$ cat src/rtl/seq_mult_ctrl.sv
// ---------------------------------------------------------------------------
// seq_mult_ctrl
//
// Sequencing controller for a shift-add sequential multiplier datapath.
// Accepts a start request in IDLE, then drives one load cycle followed by
// WIDTH_M add/shift iteration pairs, and finishes with a one-cycle done
// pulse. Holds no data registers; only the FSM state and the step counter.
//
// Ports:
//   clk         in   clock, rising-edge active
//   reset       in   asynchronous, active-high reset
//   start       in   request a new multiplication (sampled only in IDLE)
//   abort       in   synchronous abort of a running operation
//   mult_lsb    in   bit 0 of the datapath multiplier register
//   load_en     out  load operands, clear accumulator and carry
//   add_en      out  add multiplicand into accumulator this cycle
//   shift_en    out  shift {carry, accumulator, multiplier} right by one
//   busy        out  multiplication in progress
//   done        out  one-cycle pulse, result valid in datapath
//   step_count  out  number of completed shift steps
// ---------------------------------------------------------------------------
module seq_mult_ctrl #(
    parameter int unsigned WIDTH_M = 16,
    localparam int unsigned CW     = $clog2(WIDTH_M) + 1
) (
    input  logic          clk,
    input  logic          reset,
    input  logic          start,
    input  logic          abort,
    input  logic          mult_lsb,
    output logic          load_en,
    output logic          add_en,
    output logic          shift_en,
    output logic          busy,
    output logic          done,
    output logic [CW-1:0] step_count
);

    localparam logic [2:0] StIdle  = 3'd0;
    localparam logic [2:0] StLoad  = 3'd1;
    localparam logic [2:0] StAdd   = 3'd2;
    localparam logic [2:0] StShift = 3'd3;
    localparam logic [2:0] StDone  = 3'd4;

    localparam logic [CW-1:0] StepLast = CW'(WIDTH_M);

    logic [2:0]    state_q, state_d;
    logic [CW-1:0] step_q, step_d;
    logic [CW-1:0] step_inc;

    always_comb begin
        state_d  = state_q;
        step_d   = step_q;
        step_inc = step_q + CW'(1);
        unique case (state_q)
            StIdle: begin
                if (start) begin
                    state_d = StLoad;
                end
            end
            StLoad: begin
                // Abort wins and leaves the counter untouched.
                if (abort) begin
                    state_d = StIdle;
                end else begin
                    state_d = StAdd;
                    step_d  = '0;
                end
            end
            StAdd: begin
                state_d = abort ? StIdle : StShift;
            end
            StShift: begin
                if (abort) begin
                    state_d = StIdle;
                end else begin
                    step_d  = step_inc;
                    state_d = (step_inc == StepLast) ? StDone : StAdd;
                end
            end
            StDone: begin
                state_d = StIdle;
            end
            default: begin
                state_d = StIdle;
            end
        endcase
    end

    always_ff @(posedge clk or posedge reset) begin
        if (reset) begin
            state_q <= StIdle;
            step_q  <= '0;
        end else begin
            state_q <= state_d;
            step_q  <= step_d;
        end
    end

    // Moore outputs, except add_en which follows mult_lsb within ADD.
    always_comb begin
        load_en  = (state_q == StLoad);
        add_en   = (state_q == StAdd) && mult_lsb;
        shift_en = (state_q == StShift);
        busy     = (state_q == StLoad) || (state_q == StAdd) || (state_q == StShift);
        done     = (state_q == StDone);
    end

    assign step_count = step_q;

endmodule
$ cat config.mk
export PLATFORM = sky130hd
export DESIGN_NAME = seq_mult_ctrl
export DESIGN_NICKNAME = d
export VERILOG_FILES = /design/src/rtl/seq_mult_ctrl.sv
export SDC_FILE = /design/constraint.sdc
export NUM_CORES = 1
export LEC_CHECK = 0
export CAP_MARGIN = 20
export CORE_AREA = 8 8 45 47
export DETAILED_ROUTE_END_ITERATION = 6
export DIE_AREA = 0 0 53 55
export SYNTH_ARGS = -nofsm -noshare
export SYNTH_HDL_FRONTEND = slang
export SYNTH_SLANG_ARGS = --single-unit
$ cat constraint.sdc
create_clock -name clk -period 2.4 [get_ports clk]
set_clock_uncertainty 0.2 [all_clocks]
set_input_delay 0.48 -clock clk [delete_from_list [all_inputs] [get_ports clk]]
set_output_delay 0.48 -clock clk [all_outputs]
set_load 0.01 [all_outputs]
==> flow_summary.yaml, run 1 <==
routing:
  vias_per_cell: 5.11
  wl_met2_um: 572
  wl_met3_um: 64
  dr_total_vias: 429
  wl_met1_um: 476
  antenna_left: 0
  drcViolationCount: 0
  drt-total-wl_um: 1120
  drt_pre_antenna_iters: 5
  highest_layer: "met4"
  drt_iter0_markers: 6
  wl_per_cell_um: 13.3
run_status:
  status: "completed"
critical_path:
  required_ns: 1.72
  critPathLaunchType: "flop"
  critPathCaptureType: "output port"
  crit_buf_inv: 1
  path_class: "flop to output port"
  cp_max_fo: 14
  cp.arrival_ns: 1.55
  crit_family: "buffers and inverters"
  slowest_stage: "clkdlybuf4s50_1"
  cp_cell_sequence: "nor2_1, and2_1, clkdlybuf4s50_1"
  slowest_delay_ns: 0.53
die:
  fp.coreArea_mm2: 0.00138
  die_x_um: 53
  initial_core_util_pct: 33.1
  io_pins: 15
  die_y_um: 55
  num_rows: 14
  die-area_mm2: 0.00292
power:
  peakVddDrop_uv: 414
  total_power_mw: 0.537
  power_leakage_nw: 0.272
  power_density_mw_per_mm2: 840
layout:
  nets: 76
  area.growth.synth_to_final_pct: 39.6
  final_cell_area_um2: 639
  antenna_cells: 0
  drive_gt1_share_pct: 8.82
  fillCellCount: 151
timing:
  tightest_slew_ns: 0.307
  hold_violations: 0
  post-route-period-util_pct: 92.9
  setup_viol: 0
  slew_headroom_pct: 79.5
  period_minus_slack_ns: 2.23
  timing.final.max_slew_violations: 0
  hold_ws_ns: 0.258
  rsz0062_at_grt: "false"
  fmax_mhz: 449
global_routing:
  grt-ovfl-total: 0
  groute.usage.overall_pct: 9.14
  antenna_found_initial: 0
  grt_pass1_vias: 434
  grt_pass1_wl_um: 1930
  grt_max_degree: 15
yosys:
  avgSynthCellArea_um2: 8.81
  postSynthRegisterBits: 8
  synthDistinctLibCells: 23
  syn_nets: 58
  syn_area_um2: 458
  synth_cells: 52
  ys_seq_area_share_pct: 43.7
  synth_top_cell_by_area: "dfrtp_1"
  ys_top_cells_by_area: "dfrtp_1 44%, nand2_1 9.8%, nand3_1 6.6%"
  synth_warnings: 0
  yosys.area.top_type_share_pct: 43.7
clocking:
  holdBufCountCts: 0
  htreeDepth: 1
  clk_pin_slew_ns: 0.06
  cts_root_buf: "clkbuf_4"
  cts_buffers: 3
  clkLatencyLatePin_ns: 0.26
  cts_tree: "done"
  clockBufferDepth: 2
  cts_sinks: 8
  cts_setup_buffers: 0
placed_design:
  place_area_um2: 617
  place_hpwl_um: 897
  gp_congestion: 0.763
  numPortBuffers: 14
min_path:
  hp-class: "primary input to async pin"
job:
  drv_cap: 0
==> through the flow <==
| step | util [%] | std cells | setup slack [ns] | TNS [ns] |
|---|---|---|---|---|
| 3_3_place_gp | 44.6 | 81 | 0.0482 | 0 |
| 4_1_cts | 46.1 | 84 | 0.0740 | 0 |
| 6_report | 46.2 | 84 | 0.172 | 0 |
| 2_1_floorplan | - | 52 | 0.603 | 0 |
| 5_1_grt | 46.2 | 84 | 0.0649 | 0 |
| 3_5_place_dp | 44.6 | 81 | -0.0108 | -0.0108 |
==> report_power, final <==
group          total, mW  internal (mW)  switching, mW
Sequential         0.236          0.172         0.0633
Clock              0.106         0.0574         0.0483
Combinational      0.196          0.116         0.0797
Total              0.537          0.346          0.191
==> cell usage in the layout (no fill, tap or decap), types with 2 or more instances in the layout <==
master,instances
o21ai_1,2
clkdlybuf4s50_1,13
nand3_1,6
or4b_1,2
clkbuf_4,3
nor2_1,2
nor3_1,3
dfrtp_1,7
nand2_1,12
inv_1,2
==> worst paths after layout <==
check / startpoint / end / slack [ns] / depth (start not counted)
setup / recovery: state_q[1] / done / 0.17 / 3
hold / removal: reset / step_count[2] / 0.26 / 2
setup reg to reg: state_q[2] / step_count[3] / 0.63 / 3
hold reg to reg: step_count[4] / step_count[4] / 0.37 / 2
max in group asynchronous: reset / state_q[1] / 1.48 / 2
min in group clk: step_count[4] / step_count[4] / 0.37 / 2
==> logic make-up after synthesis <==
kind of cell / after synthesis / synth area share, %
adder cells (fa/ha/maj): 1 / 2.73
AO/OA/AOI/OAI: 5 / 7.10
flip-flops: 8 / 43.7
buffers and inverters: 4 / 3.55
multiplexers: 1 / 2.19
AND/OR/NAND/NOR: 33 / 40.7
==> Yosys cell counts <==
master / count
nor3b_2: 1
o21ai_1: 2
a21oi_1: 1
ha_1: 1
nor3b_1: 1
nor2b_1: 1
nand2_1: 12
nor2_1: 2
and2_1: 1
or4b_1: 2
o311a_1: 1
and3b_1: 1
mux2i_1: 1
dfrtp_1: 8
or3b_1: 1
nand3_1: 6
nand4b_1: 1
nor3_1: 3
inv_1: 2
clkbuf_1: 1
o211ai_1: 1
and4b_1: 1
buf_2: 1
==> state kept, by name (all words and copies together), names as in the netlist <==
name and flops:
step_count 5, state_q 3
==> routing by layer <==
metal  global-route usage (%)  up-vias
met2                     16.0       13
li1                         -      215
met5                        0        -
met4                     5.17        0
met3                     3.21        2
met1                     9.32      199
==> cell type report <==
| type | instances | area, um2 | share of cell area (%) |
|---|---|---|---|
| multi-input cells | 40 | 241 | 37.8 |
| flip-flops and latches | 8 | 201 | 31.5 |
| repair buffers | 15 | 146 | 22.9 |
| clock buffers | 3 | 22.5 | 3.52 |
| well taps | 16 | 20.0 | 3.13 |
| inverters | 2 | 7.51 | 1.17 |
==> timing repair <==
item / 4_1_cts / 5_1_grt
setup endpoints to repair: 1 / 2
cloned: 0 / 0
resized for setup: 1 / 1
endpoints found under the hold margin: 0 / 0
(Power assumes the default switching activity.)
==> run 2, diff against run 1 <==
--- a/config.mk
+++ b/config.mk
@@ -9,6 +9,7 @@
 export CORE_AREA = 8 8 45 47
 export DETAILED_ROUTE_END_ITERATION = 6
 export DIE_AREA = 0 0 53 55
+export MAX_ROUTING_LAYER = met4
 export SYNTH_ARGS = -nofsm -noshare
 export SYNTH_HDL_FRONTEND = slang
 export SYNTH_SLANG_ARGS = --single-unit
==> flow_summary.yaml, run 2 (same netlist as run 1, synthesis figures left out) <==
power:
  p_int_mw: 0.346
  power_frac_seq_pct: 43.9
  switching_share_pct: 35.6
  switching_power_mw: 0.191
  p_comb_share_pct: 36.4
  peakVddDrop_uv: 414
  power_density_mw_per_mm2: 840
  total_power_mw: 0.537
  power_leakage_nw: 0.272
  power_frac_clock_pct: 19.7
critical_path:
  required_ns: 1.72
  crit_start: "state_q[1]"
  cp_max_fo: 14
  path_class: "flop to output port"
  rr_startpoint: "state_q[2]"
  cp.arrival_ns: 1.55
  ff2ff_setup_slack_ns: 0.63
  r2r_cells: 3
  regToRegEndpoint: "step_count[3]"
  critPathLaunchType: "flop"
  critPathCaptureType: "output port"
routing:
  drt-total-wl_um: 1120
  drt_pre_antenna_iters: 5
  vias_per_cell: 5.15
  drcViolationCount: 0
  wl_per_cell_um: 13.3
  dr_total_vias: 433
  drt_iter0_markers: 6
  antenna_left: 0
layout:
  area.growth.synth_to_final_pct: 39.6
  final_core_util_pct: 46.2
  nets: 76
  largest_reg_flops: 5
  antenna_cells: 0
  final_common_cell: "clkdlybuf4s50_1"
  drive_gt1_share_pct: 8.82
  final_cell_mix: "13 x clkdlybuf4s50_1, 12 x nand2_1, 7 x dfrtp_1"
timing:
  fmax_mhz: 449
  rsz0062_at_grt: "false"
  setup_viol: 0
  final.setup.tns_ns: 0
  slew_headroom_pct: 79.5
  post-route-period-util_pct: 92.8
  hold_ws_ns: 0.258
  timing.final.max_slew_violations: 0
  hold_violations: 0
  period_minus_slack_ns: 2.23
  tightest_slew_ns: 0.307
die:
  initial_core_util_pct: 33.1
  die_y_um: 55
  num_rows: 14
  die-area_mm2: 0.00292
  die_x_um: 53
  fp.coreArea_mm2: 0.00138
  io_pins: 15
placed_design:
  gp_congestion: 0.773
  place_hpwl_um: 897
  numPortBuffers: 14
global_routing:
  grt_pass1_vias: 433
  groute.usage.overall_pct: 9.42
  grt_pass1_wl_um: 1930
  grt-ovfl-total: 0
  antenna_found_initial: 0
  grt_max_degree: 15
run_status:
  status: "completed"
clocking:
  cts_root_buf: "clkbuf_4"
  clockBufferDepth: 2
  cts_sinks: 8
  clkLatencyLatePin_ns: 0.26
  htreeDepth: 1
  cts_buffers: 3
  cts_tree: "done"
  clk_pin_slew_ns: 0.06
job:
  drv_cap: 0
min_path:
  hp-class: "primary input to async pin"
run 2: through the flow:
step           instances  area (um2)  setup slack (ns)
5_1_grt               84         639            0.0649
3_5_place_dp          81         617           -0.0108
6_report              84         639             0.172
2_1_floorplan         52         458             0.603
3_3_place_gp          81         617            0.0482
4_1_cts               84         638            0.0740
run 2: area by class of cell:
| class | count | area (um2) |
|---|---|---|
| tap | 16 | 20.0 |
| inverter | 2 | 7.51 |
| fill | 151 | 744 |
| multi-input combinational | 40 | 241 |
| clock buffer | 3 | 22.5 |
| timing repair buffer | 15 | 146 |
| sequential | 8 | 201 |
run 2: what timing repair did:
action                     in CTS  in global routing
hold endpoints to repair        0                  0
resized for setup               1                  1
pin swaps                       0                  0
setup endpoints to repair       1                  2
buffers inserted                0                  0
hold buffers                    0                  0
run 2: worst max path at each step:
stage,to,slack (ns),cells past startpoint
after floorplan,step_count[3],0.60,4
after global placement,add_en,0.05,4
after detailed placement,add_en,-0.01,4
after CTS,busy,0.07,3
after global routing,done,0.06,3
final,done,0.17,3
run 2: metal layers:
| metal | track usage, % | vias up | wire length (um) |
|---|---|---|---|
| met4 | 5.17 | 0 | 27 |
| li1 | - | 215 | - |
| met5 | - | - | 0 |
| met3 | 3.21 | 4 | 69 |
| met1 | 9.32 | 199 | 470 |
| met2 | 16.0 | 15 | 553 |
run 2: critical path, stage by stage, from the launching register on:
cell             delay [ns]
dfrtp_2                0.50
nor2_1                 0.14
and2_1                 0.13
clkdlybuf4s50_1        0.53
run 2: power by group through the flow:
stage	Combinational, mW	Sequential [mW]	Clock [mW]
2_1_floorplan	0.0839	0.236	0
3_5_place_dp	0.202	0.237	0
5_1_grt	0.219	0.248	0.117
4_1_cts	0.202	0.236	0.109
3_3_place_gp	0.196	0.235	0
6_report	0.196	0.236	0.106
==> run 3, diff against run 2 <==
--- a/config.mk
+++ b/config.mk
@@ -5,11 +5,11 @@
 export SDC_FILE = /design/constraint.sdc
 export NUM_CORES = 1
 export LEC_CHECK = 0
+export ABC_CLOCK_PERIOD_IN_PS = 2400
 export CAP_MARGIN = 20
 export CORE_AREA = 8 8 45 47
 export DETAILED_ROUTE_END_ITERATION = 6
 export DIE_AREA = 0 0 53 55
-export MAX_ROUTING_LAYER = met4
 export SYNTH_ARGS = -nofsm -noshare
 export SYNTH_HDL_FRONTEND = slang
 export SYNTH_SLANG_ARGS = --single-unit
==> results of run 3 <==
No change in the layout: final DEF, timing and power equal those of run 1.
